File: src/rtl/l1_mem_arbiter_if.sv
// Handshake bundle between the two L1 miss engines, the arbiter and the memory bridge.
// The slave modport is the arbiter's view; master is the surrounding caches plus memory.
interface l1_mem_arbiter_if #(
    parameter int DATA_WIDTH = 32
);
    logic                  icache_mem_req;
    logic [31:0]           icache_mem_addr;
    logic [1:0]            icache_mem_size;
    logic                  mem_icache_addrOK;
    logic                  mem_icache_dataOK;
    logic [DATA_WIDTH-1:0] mem_icache_rdata;

    logic                  dcache_mem_req;
    logic                  dcache_mem_wr;
    logic [31:0]           dcache_mem_addr;
    logic [1:0]            dcache_mem_size;
    logic [DATA_WIDTH-1:0] dcache_mem_wdata;
    logic                  mem_dcache_addrOK;
    logic                  mem_dcache_dataOK;
    logic [DATA_WIDTH-1:0] mem_dcache_rdata;

    logic                  arb_mem_req;
    logic                  arb_mem_wr;
    logic [31:0]           arb_mem_addr;
    logic [1:0]            arb_mem_size;
    logic [DATA_WIDTH-1:0] arb_mem_wdata;
    logic                  mem_arb_addrOK;
    logic                  mem_arb_dataOK;
    logic [DATA_WIDTH-1:0] mem_arb_rdata;

    modport slave (
        input  icache_mem_req, icache_mem_addr, icache_mem_size,
        output mem_icache_addrOK, mem_icache_dataOK, mem_icache_rdata,
        input  dcache_mem_req, dcache_mem_wr, dcache_mem_addr, dcache_mem_size, dcache_mem_wdata,
        output mem_dcache_addrOK, mem_dcache_dataOK, mem_dcache_rdata,
        output arb_mem_req, arb_mem_wr, arb_mem_addr, arb_mem_size, arb_mem_wdata,
        input  mem_arb_addrOK, mem_arb_dataOK, mem_arb_rdata
    );

    modport master (
        output icache_mem_req, icache_mem_addr, icache_mem_size,
        input  mem_icache_addrOK, mem_icache_dataOK, mem_icache_rdata,
        output dcache_mem_req, dcache_mem_wr, dcache_mem_addr, dcache_mem_size, dcache_mem_wdata,
        input  mem_dcache_addrOK, mem_dcache_dataOK, mem_dcache_rdata,
        input  arb_mem_req, arb_mem_wr, arb_mem_addr, arb_mem_size, arb_mem_wdata,
        output mem_arb_addrOK, mem_arb_dataOK, mem_arb_rdata
    );
endinterface

File: src/rtl/l1_mem_arbiter.sv
// Single-outstanding arbiter sharing the L1 memory port between Icache and Dcache.
// Define L1_ARB_RR_EN for round-robin on simultaneous requests; default is Dcache priority.
module l1_mem_arbiter #(
    parameter int data_width = 32
) (
    input  logic            clk,
    input  logic            rst,
    l1_mem_arbiter_if.slave bus
);
    typedef enum logic [1:0] {
        IDLE      = 2'd0,
        ISSUE     = 2'd1,
        WAIT_DATA = 2'd2
    } state_e;

    state_e                state_q;
    logic                  owner_q;
    logic                  hold_wr_q;
    logic [31:0]           hold_addr_q;
    logic [1:0]            hold_size_q;
    logic [data_width-1:0] hold_wdata_q;

    logic any_req;
    logic pick_dcache;
    logic addr_ack;
    logic data_ack;

    assign any_req = bus.icache_mem_req | bus.dcache_mem_req;

`ifdef L1_ARB_RR_EN
    logic last_owner_q;
    // On a tie the cache that did not win last time gets the port.
    assign pick_dcache = bus.dcache_mem_req & (~bus.icache_mem_req | ~last_owner_q);
`else
    assign pick_dcache = bus.dcache_mem_req;
`endif

    always_ff @(posedge clk) begin
        if (rst) begin
            state_q      <= IDLE;
            owner_q      <= 1'b0;
            hold_wr_q    <= 1'b0;
            hold_addr_q  <= '0;
            hold_size_q  <= '0;
            hold_wdata_q <= '0;
`ifdef L1_ARB_RR_EN
            last_owner_q <= 1'b1;
`endif
        end else begin
            case (state_q)
                IDLE: begin
                    if (any_req) begin
                        state_q      <= ISSUE;
                        owner_q      <= pick_dcache;
                        hold_wr_q    <= pick_dcache & bus.dcache_mem_wr;
                        hold_addr_q  <= pick_dcache ? bus.dcache_mem_addr : bus.icache_mem_addr;
                        hold_size_q  <= pick_dcache ? bus.dcache_mem_size : bus.icache_mem_size;
                        hold_wdata_q <= pick_dcache ? bus.dcache_mem_wdata : '0;
`ifdef L1_ARB_RR_EN
                        last_owner_q <= pick_dcache;
`endif
                    end
                end
                ISSUE: begin
                    // A same-cycle dataOK completes the beat without visiting WAIT_DATA.
                    if (bus.mem_arb_addrOK)
                        state_q <= bus.mem_arb_dataOK ? IDLE : WAIT_DATA;
                end
                WAIT_DATA: begin
                    if (bus.mem_arb_dataOK)
                        state_q <= IDLE;
                end
                default: state_q <= IDLE;
            endcase
        end
    end

    // Strobes are masked while rst is high so an abandoned beat never reaches a cache.
    assign addr_ack = ~rst & (state_q == ISSUE) & bus.mem_arb_addrOK;
    assign data_ack = ~rst & bus.mem_arb_dataOK &
                      (((state_q == ISSUE) & bus.mem_arb_addrOK) | (state_q == WAIT_DATA));

    assign bus.arb_mem_req   = ~rst & (state_q == ISSUE);
    assign bus.arb_mem_wr    = hold_wr_q;
    assign bus.arb_mem_addr  = hold_addr_q;
    assign bus.arb_mem_size  = hold_size_q;
    assign bus.arb_mem_wdata = hold_wdata_q;

    assign bus.mem_icache_addrOK = addr_ack & ~owner_q;
    assign bus.mem_icache_dataOK = data_ack & ~owner_q;
    assign bus.mem_dcache_addrOK = addr_ack &  owner_q;
    assign bus.mem_dcache_dataOK = data_ack &  owner_q;

    assign bus.mem_icache_rdata = bus.mem_arb_rdata;
    assign bus.mem_dcache_rdata = bus.mem_arb_rdata;
endmodule

File: src/flat_wrapper.sv
// flat-port wrapper written by rule: the top's interface ports become plain ports
module l1_mem_arbiter_flat 
#(
    parameter int data_width = 32
)
  (clk, rst, bus_icache_mem_req, bus_icache_mem_addr, bus_icache_mem_size, bus_mem_icache_addrOK, bus_mem_icache_dataOK, bus_mem_icache_rdata, bus_dcache_mem_req, bus_dcache_mem_wr, bus_dcache_mem_addr, bus_dcache_mem_size, bus_dcache_mem_wdata, bus_mem_dcache_addrOK, bus_mem_dcache_dataOK, bus_mem_dcache_rdata, bus_arb_mem_req, bus_arb_mem_wr, bus_arb_mem_addr, bus_arb_mem_size, bus_arb_mem_wdata, bus_mem_arb_addrOK, bus_mem_arb_dataOK, bus_mem_arb_rdata);
  l1_mem_arbiter_if #(.DATA_WIDTH((32))) bus_i ();
  input  logic clk;
  input  logic rst;
  input wire logic [$bits(bus_i.icache_mem_req)-1:0] bus_icache_mem_req;
  input wire logic [$bits(bus_i.icache_mem_addr)-1:0] bus_icache_mem_addr;
  input wire logic [$bits(bus_i.icache_mem_size)-1:0] bus_icache_mem_size;
  output wire logic [$bits(bus_i.mem_icache_addrOK)-1:0] bus_mem_icache_addrOK;
  output wire logic [$bits(bus_i.mem_icache_dataOK)-1:0] bus_mem_icache_dataOK;
  output wire logic [$bits(bus_i.mem_icache_rdata)-1:0] bus_mem_icache_rdata;
  input wire logic [$bits(bus_i.dcache_mem_req)-1:0] bus_dcache_mem_req;
  input wire logic [$bits(bus_i.dcache_mem_wr)-1:0] bus_dcache_mem_wr;
  input wire logic [$bits(bus_i.dcache_mem_addr)-1:0] bus_dcache_mem_addr;
  input wire logic [$bits(bus_i.dcache_mem_size)-1:0] bus_dcache_mem_size;
  input wire logic [$bits(bus_i.dcache_mem_wdata)-1:0] bus_dcache_mem_wdata;
  output wire logic [$bits(bus_i.mem_dcache_addrOK)-1:0] bus_mem_dcache_addrOK;
  output wire logic [$bits(bus_i.mem_dcache_dataOK)-1:0] bus_mem_dcache_dataOK;
  output wire logic [$bits(bus_i.mem_dcache_rdata)-1:0] bus_mem_dcache_rdata;
  output wire logic [$bits(bus_i.arb_mem_req)-1:0] bus_arb_mem_req;
  output wire logic [$bits(bus_i.arb_mem_wr)-1:0] bus_arb_mem_wr;
  output wire logic [$bits(bus_i.arb_mem_addr)-1:0] bus_arb_mem_addr;
  output wire logic [$bits(bus_i.arb_mem_size)-1:0] bus_arb_mem_size;
  output wire logic [$bits(bus_i.arb_mem_wdata)-1:0] bus_arb_mem_wdata;
  input wire logic [$bits(bus_i.mem_arb_addrOK)-1:0] bus_mem_arb_addrOK;
  input wire logic [$bits(bus_i.mem_arb_dataOK)-1:0] bus_mem_arb_dataOK;
  input wire logic [$bits(bus_i.mem_arb_rdata)-1:0] bus_mem_arb_rdata;
  assign bus_i.icache_mem_req = bus_icache_mem_req;
  assign bus_i.icache_mem_addr = bus_icache_mem_addr;
  assign bus_i.icache_mem_size = bus_icache_mem_size;
  assign bus_mem_icache_addrOK = bus_i.mem_icache_addrOK;
  assign bus_mem_icache_dataOK = bus_i.mem_icache_dataOK;
  assign bus_mem_icache_rdata = bus_i.mem_icache_rdata;
  assign bus_i.dcache_mem_req = bus_dcache_mem_req;
  assign bus_i.dcache_mem_wr = bus_dcache_mem_wr;
  assign bus_i.dcache_mem_addr = bus_dcache_mem_addr;
  assign bus_i.dcache_mem_size = bus_dcache_mem_size;
  assign bus_i.dcache_mem_wdata = bus_dcache_mem_wdata;
  assign bus_mem_dcache_addrOK = bus_i.mem_dcache_addrOK;
  assign bus_mem_dcache_dataOK = bus_i.mem_dcache_dataOK;
  assign bus_mem_dcache_rdata = bus_i.mem_dcache_rdata;
  assign bus_arb_mem_req = bus_i.arb_mem_req;
  assign bus_arb_mem_wr = bus_i.arb_mem_wr;
  assign bus_arb_mem_addr = bus_i.arb_mem_addr;
  assign bus_arb_mem_size = bus_i.arb_mem_size;
  assign bus_arb_mem_wdata = bus_i.arb_mem_wdata;
  assign bus_i.mem_arb_addrOK = bus_mem_arb_addrOK;
  assign bus_i.mem_arb_dataOK = bus_mem_arb_dataOK;
  assign bus_i.mem_arb_rdata = bus_mem_arb_rdata;
  l1_mem_arbiter #(.data_width(data_width)) u_core (.clk(clk), .rst(rst), .bus(bus_i));
endmodule
File: config.mk
export PLATFORM = sky130hd
export DESIGN_NAME = l1_mem_arbiter_flat
export DESIGN_NICKNAME = d
export VERILOG_FILES = /design/src/rtl/l1_mem_arbiter_if.sv /design/src/rtl/l1_mem_arbiter.sv /design/src/flat_wrapper.sv
export SDC_FILE = /design/constraint.sdc
export NUM_CORES = 1
export LEC_CHECK = 0
export ABC_AREA = 1
export CAP_MARGIN = 20
export CELL_PAD_IN_SITES_DETAIL_PLACEMENT = 1
export CELL_PAD_IN_SITES_GLOBAL_PLACEMENT = 1
export CORE_UTILIZATION = 23
export DETAILED_ROUTE_END_ITERATION = 16
export PLACE_DENSITY = 0.81
export RECOVER_POWER = 25
export SYNTH_ARGS = -nofsm -noshare
export SYNTH_HDL_FRONTEND = slang
export SYNTH_SLANG_ARGS = --single-unit
File: constraint.sdc
create_clock -name clk -period 1.6 [get_ports clk]
set_input_delay 0.32 -clock clk [delete_from_list [all_inputs] [get_ports clk]]
set_output_delay 0.32 -clock clk [all_outputs]
set_load 0.1 [all_outputs]
Word-level counts from Yosys, hierarchy flattened
Index checks and enable logic that the tools add are counted.
{ "totals": {"regBits": 70, "inputBits": 139, "word_cells": 36} }
{ "classes": {"n_bitwise": 14, "muxes": 8, "n_reduce_logical": 3, "eq_ne": 5} }
{ "op_table": {"columns": ["cell", "count"], "rows": [
  ["two-way mux 32 bit", 2],
  ["AND 1 bit", 10],
  ["two-way mux 2 bit", 5],
  ["one-hot mux 2 bit (3 select lines)", 1],
  ["inequality test 2 bit, second input constant", 2],
  ["AND reduction 3 bit", 1],
  ["== test 2 x 1 -> 1 bit, second input constant", 1],
  ["== test 2 bit, second input constant", 1],
  ["zero test 2 bit", 1],
  ["inequality test 2 x 1 -> 1 bit, second input constant", 1],
  ["NOT 1 bit", 2],
  ["OR 1 bit", 2],
  ["AND reduction 2 bit", 1]
]} }

Depth between registers and ports, before layout
{ "logic_depth": {"depth_word": 5, "mapped_depth": 9, "ltp_nobuf": 6} }

Worst setup path before layout
OpenSTA, ideal clock, no wires.
{ "synth_path": {"kind": "reg2out", "startpoint": "register u_core.state_q[0]", "endpoint": "output bus_mem_dcache_addrOK", "path_buffers": 0, "stages_incl_launch_ff": 5, "arrival_time_ns": 4.096, "slack_ns": -2.816, "required_time_ns": 1.280, "cell_sequence": "dfxtp_1 -> inv_1 -> nor3_1 -> nand2_1 -> nor2_1"} }
{ "synth_via": {"elab_chain_len": 4} }
{ "synth_rtl": {"columns": ["item", "line", "rtl"], "rows": [
  ["start, declared", "l1_mem_arbiter.sv:16", "state_e state_q;"],
  ["start signal, assigned", "l1_mem_arbiter.sv:67", "state_q <= bus.mem_arb_dataOK ? IDLE : WAIT_DATA;"],
  ["== test 2 x 1 -> 1 bit", null, null],
  ["AND 1 bit", null, null],
  ["net bus_arb_mem_req", "flat_wrapper.sv:24", "output wire logic [$bits(bus_i.arb_mem_req)-1:0] bus_arb_mem_req;"],
  ["AND 1 bit", "l1_mem_arbiter.sv:79", "assign addr_ack = ~rst & (state_q == ISSUE) & bus.mem_arb_addrOK;"],
  ["AND 1 bit", "l1_mem_arbiter.sv:91", "assign bus.mem_dcache_addrOK = addr_ack & owner_q;"],
  ["end, declared", "flat_wrapper.sv:21", "output wire logic [$bits(bus_i.mem_dcache_addrOK)-1:0] bus_mem_dcache_addrOK;"]
]} }
The timed path passes the listed nets, and every way through them passes these cells.

Final worst setup path
{ "layout_path": {"startpoint": "register u_core.state_q[1]", "endpoint": "output bus_mem_icache_addrOK"} }
{ "layout_via": {"elab_chain_len": 4} }
{ "layout_rtl": {"columns": ["item", "line", "rtl"], "rows": [
  ["== test 2 x 1 -> 1 bit", "l1_mem_arbiter.sv:79", null],
  ["AND 1 bit (2 in series)", "l1_mem_arbiter.sv:79", null],
  ["AND 1 bit", "l1_mem_arbiter.sv:89", "assign bus.mem_icache_addrOK = addr_ack & ~owner_q;"],
  ["end, declared", "flat_wrapper.sv:13", "output wire logic [$bits(bus_i.mem_icache_addrOK)-1:0] bus_mem_icache_addrOK;"]
]} }
No other way between the ends.

==> impl_metrics.py <==
metrics = {
    "outcome": {
        "status": "finished with violations",
        "violations": "setup timing",
    },
    "place": {
        "dp_hpwl_um": 8780,
        "gp_congestion": 0.718,
        "port_buffers": 178,
        "pre_cts_slack_ns": -0.128,
        "place_area_um2": 6000,
    },
    "layout": {
        "post-route-cell-area_um2": 6320,
        "nFillCells": 1824,
        "register_area_um2": 1410,
        "areaGrowthSynthToFinish_pct": 72.7,
        "insertedDiodeCount": 0,
        "final_nets": 816,
        "multi_input_area_um2": 1520,
        "layout-drive-gt1-share_pct": 18.0,
    },
    "yosys": {
        "synthAdderAreaFrac_pct": 0,
        "ys_types": 17,
        "synth_compound_area_share_pct": 4.78,
        "ys_seq_area_share_pct": 38.3,
        "yosysWarnings": 0,
        "yosys.area_share.simple_pct": 34.9,
        "synthMuxAreaShare_pct": 0,
        "synth-seq-cells": 70,
        "synth_area_um2": 3660,
        "avgSynthCellArea_um2": 6.46,
        "mappedNetlistNets": 706,
        "postSynthCellCount": 567,
        "synth_top_family_by_area": "simple AND/OR/NAND/NOR gates",
        "synthXorXnorAreaFrac_pct": 0,
    },
    "routing": {
        "dr.pass1.iters": 4,
        "vias": 3679,
        "post_drt_via_cell_ratio": 4.12,
        "wirelength_um": 11900,
        "drc": 0,
        "wl_per_cell_um": 13.3,
        "dr.first_iter.drc_count": 82,
        "drtAntennaViolNets": 0,
    },
    "global_route": {
        "first_global_vias": 3790,
        "antenna_found_initial": 0,
        "grt_pass1_wl_um": 19000,
        "grt_max_degree": 69,
        "overflow": 0,
        "grt.total_usage_pct": 15.0,
    },
    "floorplan": {
        "die_x_um": 128,
        "start_util_pct": 23.8,
        "rows": 45,
        "core_um2": 15400,
        "die-area_um2": 16400,
        "pin_count": 275,
        "die_y_um": 128,
    },
    "critical_path": {
        "required_ns": 1.28,
        "cp-end-kind": "primary output",
        "criticalPathCategory": "flop to primary output",
        "crit_arrival_ns": 1.32,
        "start_kind": "flop",
        "cp_max_fo": 4,
    },
    "pwr": {
        "p_per_area_nw_per_um2": 1050,
        "vdd_drop_max_mv": 0.515,
        "leakagePower_nw": 2.79,
    },
    "clocking": {
        "path_clk_slew_ns": 0.06,
        "cts_tree": "done",
        "htree_levels": 3,
        "cts_hold_buf": 0,
        "cts_buffers": 9,
        "clk_latency_ns": 0.34,
        "cts.sinks": 70,
        "cts_buffer_depth": 2,
        "root_buffer": "clkbuf_16",
    },
    "timing": {
        "fin_ws_ns": -0.0376,
        "grt_setup_unrepaired": "yes",
        "final_max_slew_viol_count": 0,
        "max_freq_mhz": 611,
        "max_slew_margin_pct": 74.8,
        "finalCritPeriodShare_pct": 102,
        "hold_viol": 0,
        "setup_violations": 3,
        "layout_min_cycle_time_ns": 1.64,
        "worstMarginPinSlew_ns": 0.378,
        "skew_ns": 0.0121,
    },
    "run": {
        "cap_violations": 0,
    },
    "min_path": {
        "min_path_type": "primary input to flop",
    },
}
per-layer routing:
layer  track usage [%]  vias to the layer above  wire length, um
li1                  -                     1870                -
met1              15.7                     1674             4650
met2              26.4                      110             5980
met3              6.18                       25              992
met4              6.09                        0              232
met5                 0                        -                0
state kept, by name, summed over array words and instances (netlist names):
name / count
u_core.bus.arb_mem_wr: 1
u_core.state_q: 2
u_core.owner_q: 1
u_core.bus.arb_mem_wdata: 32
u_core.bus.arb_mem_addr: 32
u_core.bus.arb_mem_size: 2
final timing paths:
| path | from | to | slack, ns | cells past startpoint |
|---|---|---|---|---|
| setup reg to reg | u_core.state_q[1] | u_core.bus.arb_mem_wdata[4] | 0.30 | 5 |
| hold / removal | bus_dcache_mem_req | u_core.bus.arb_mem_addr[0] | 0.44 | 6 |
| hold reg to reg | u_core.bus.arb_mem_wdata[5] | u_core.bus.arb_mem_wdata[5] | 0.50 | 2 |
| setup / recovery | u_core.state_q[1] | bus_mem_icache_addrOK | -0.04 | 4 |
kinds of logic after synthesis:
group / count (synthesis)
AO/OA/AOI/OAI: 35
buffers and inverters: 137
flip-flops: 70
AND/OR/NAND/NOR: 325
cells in the mapped netlist:
library cell / count / area (um^2)
buf_1: 1 / 3.75
nand3_1: 34 / 170
a21oi_1: 35 / 175
buf_6: 2 / 22.5
inv_1: 39 / 146
clkbuf_1: 13 / 48.8
nor2_4: 1 / 11.3
clkinv_1: 1 / 3.75
nand3b_1: 1 / 7.51
nand2_1: 210 / 788
dfxtp_1: 70 / 1400
nand2_2: 1 / 6.26
inv_4: 1 / 6.26
buf_2: 10 / 50.1
buf_4: 70 / 526
nor3_1: 1 / 5.00
nor2_1: 77 / 289
worst max-delay path, stage by stage (launching register included):
cell and delay (ns):
dfxtp_4 0.36, nor3_4 0.20, nand2_2 0.12, nor2_4 0.12, buf_12 0.18
cell usage in the layout, fill, tap and decap left out, drive strengths merged:
cell and instances:
nand2 211, inv 46, clkbuf 9, clkinvlp 1, dfxtp 70, a21oi 35
nor3 1, clkinv 1, nand3 34, nor2 78, dlygate4sd2 3, buf 90
clkdlybuf4s50 102, nand3b 1
through the flow:
stage               hold WS, ns  util [%]  std cells  power, mW  setup TNS (ns)
detailed placement        0.492      39.0        875       4.75           -1.19
global placement          0.486      39.0        875       4.70          -0.579
floorplan                 0.485         -        567       4.36           -1.34
global route              0.514      41.1        893       6.94          -0.309
finish                    0.436      41.1        893       6.63         -0.0789
CTS                       0.427      41.0        893       6.76          -0.240
cell type report:
cell class,count,area share [%]
Inverter,41,2.51
Clock buffer,9,3.56
Timing Repair Buffer,195,42.5
Clock inverter,7,0.990
Sequential cell,70,22.3
Multi-Input combinational cell,360,24.0
Tap cell,211,4.18
what timing repair did:
item | 4_1_cts | 5_1_grt
setup endpoints to repair | 5 | 4
hold endpoints to repair | 0 | 0
setup buffers | 2 | 0
gates resized for setup | 7 | 4
pin swaps | 4 | 4
power breakdown:
group,internal [mW],switching [mW],total [mW]
combinational,1.01,1.62,2.63
sequential,1.90,0.160,2.06
clock,1.09,0.858,1.95
total,3.99,2.63,6.63
Note: power is estimated with default switching activity, not from simulation.
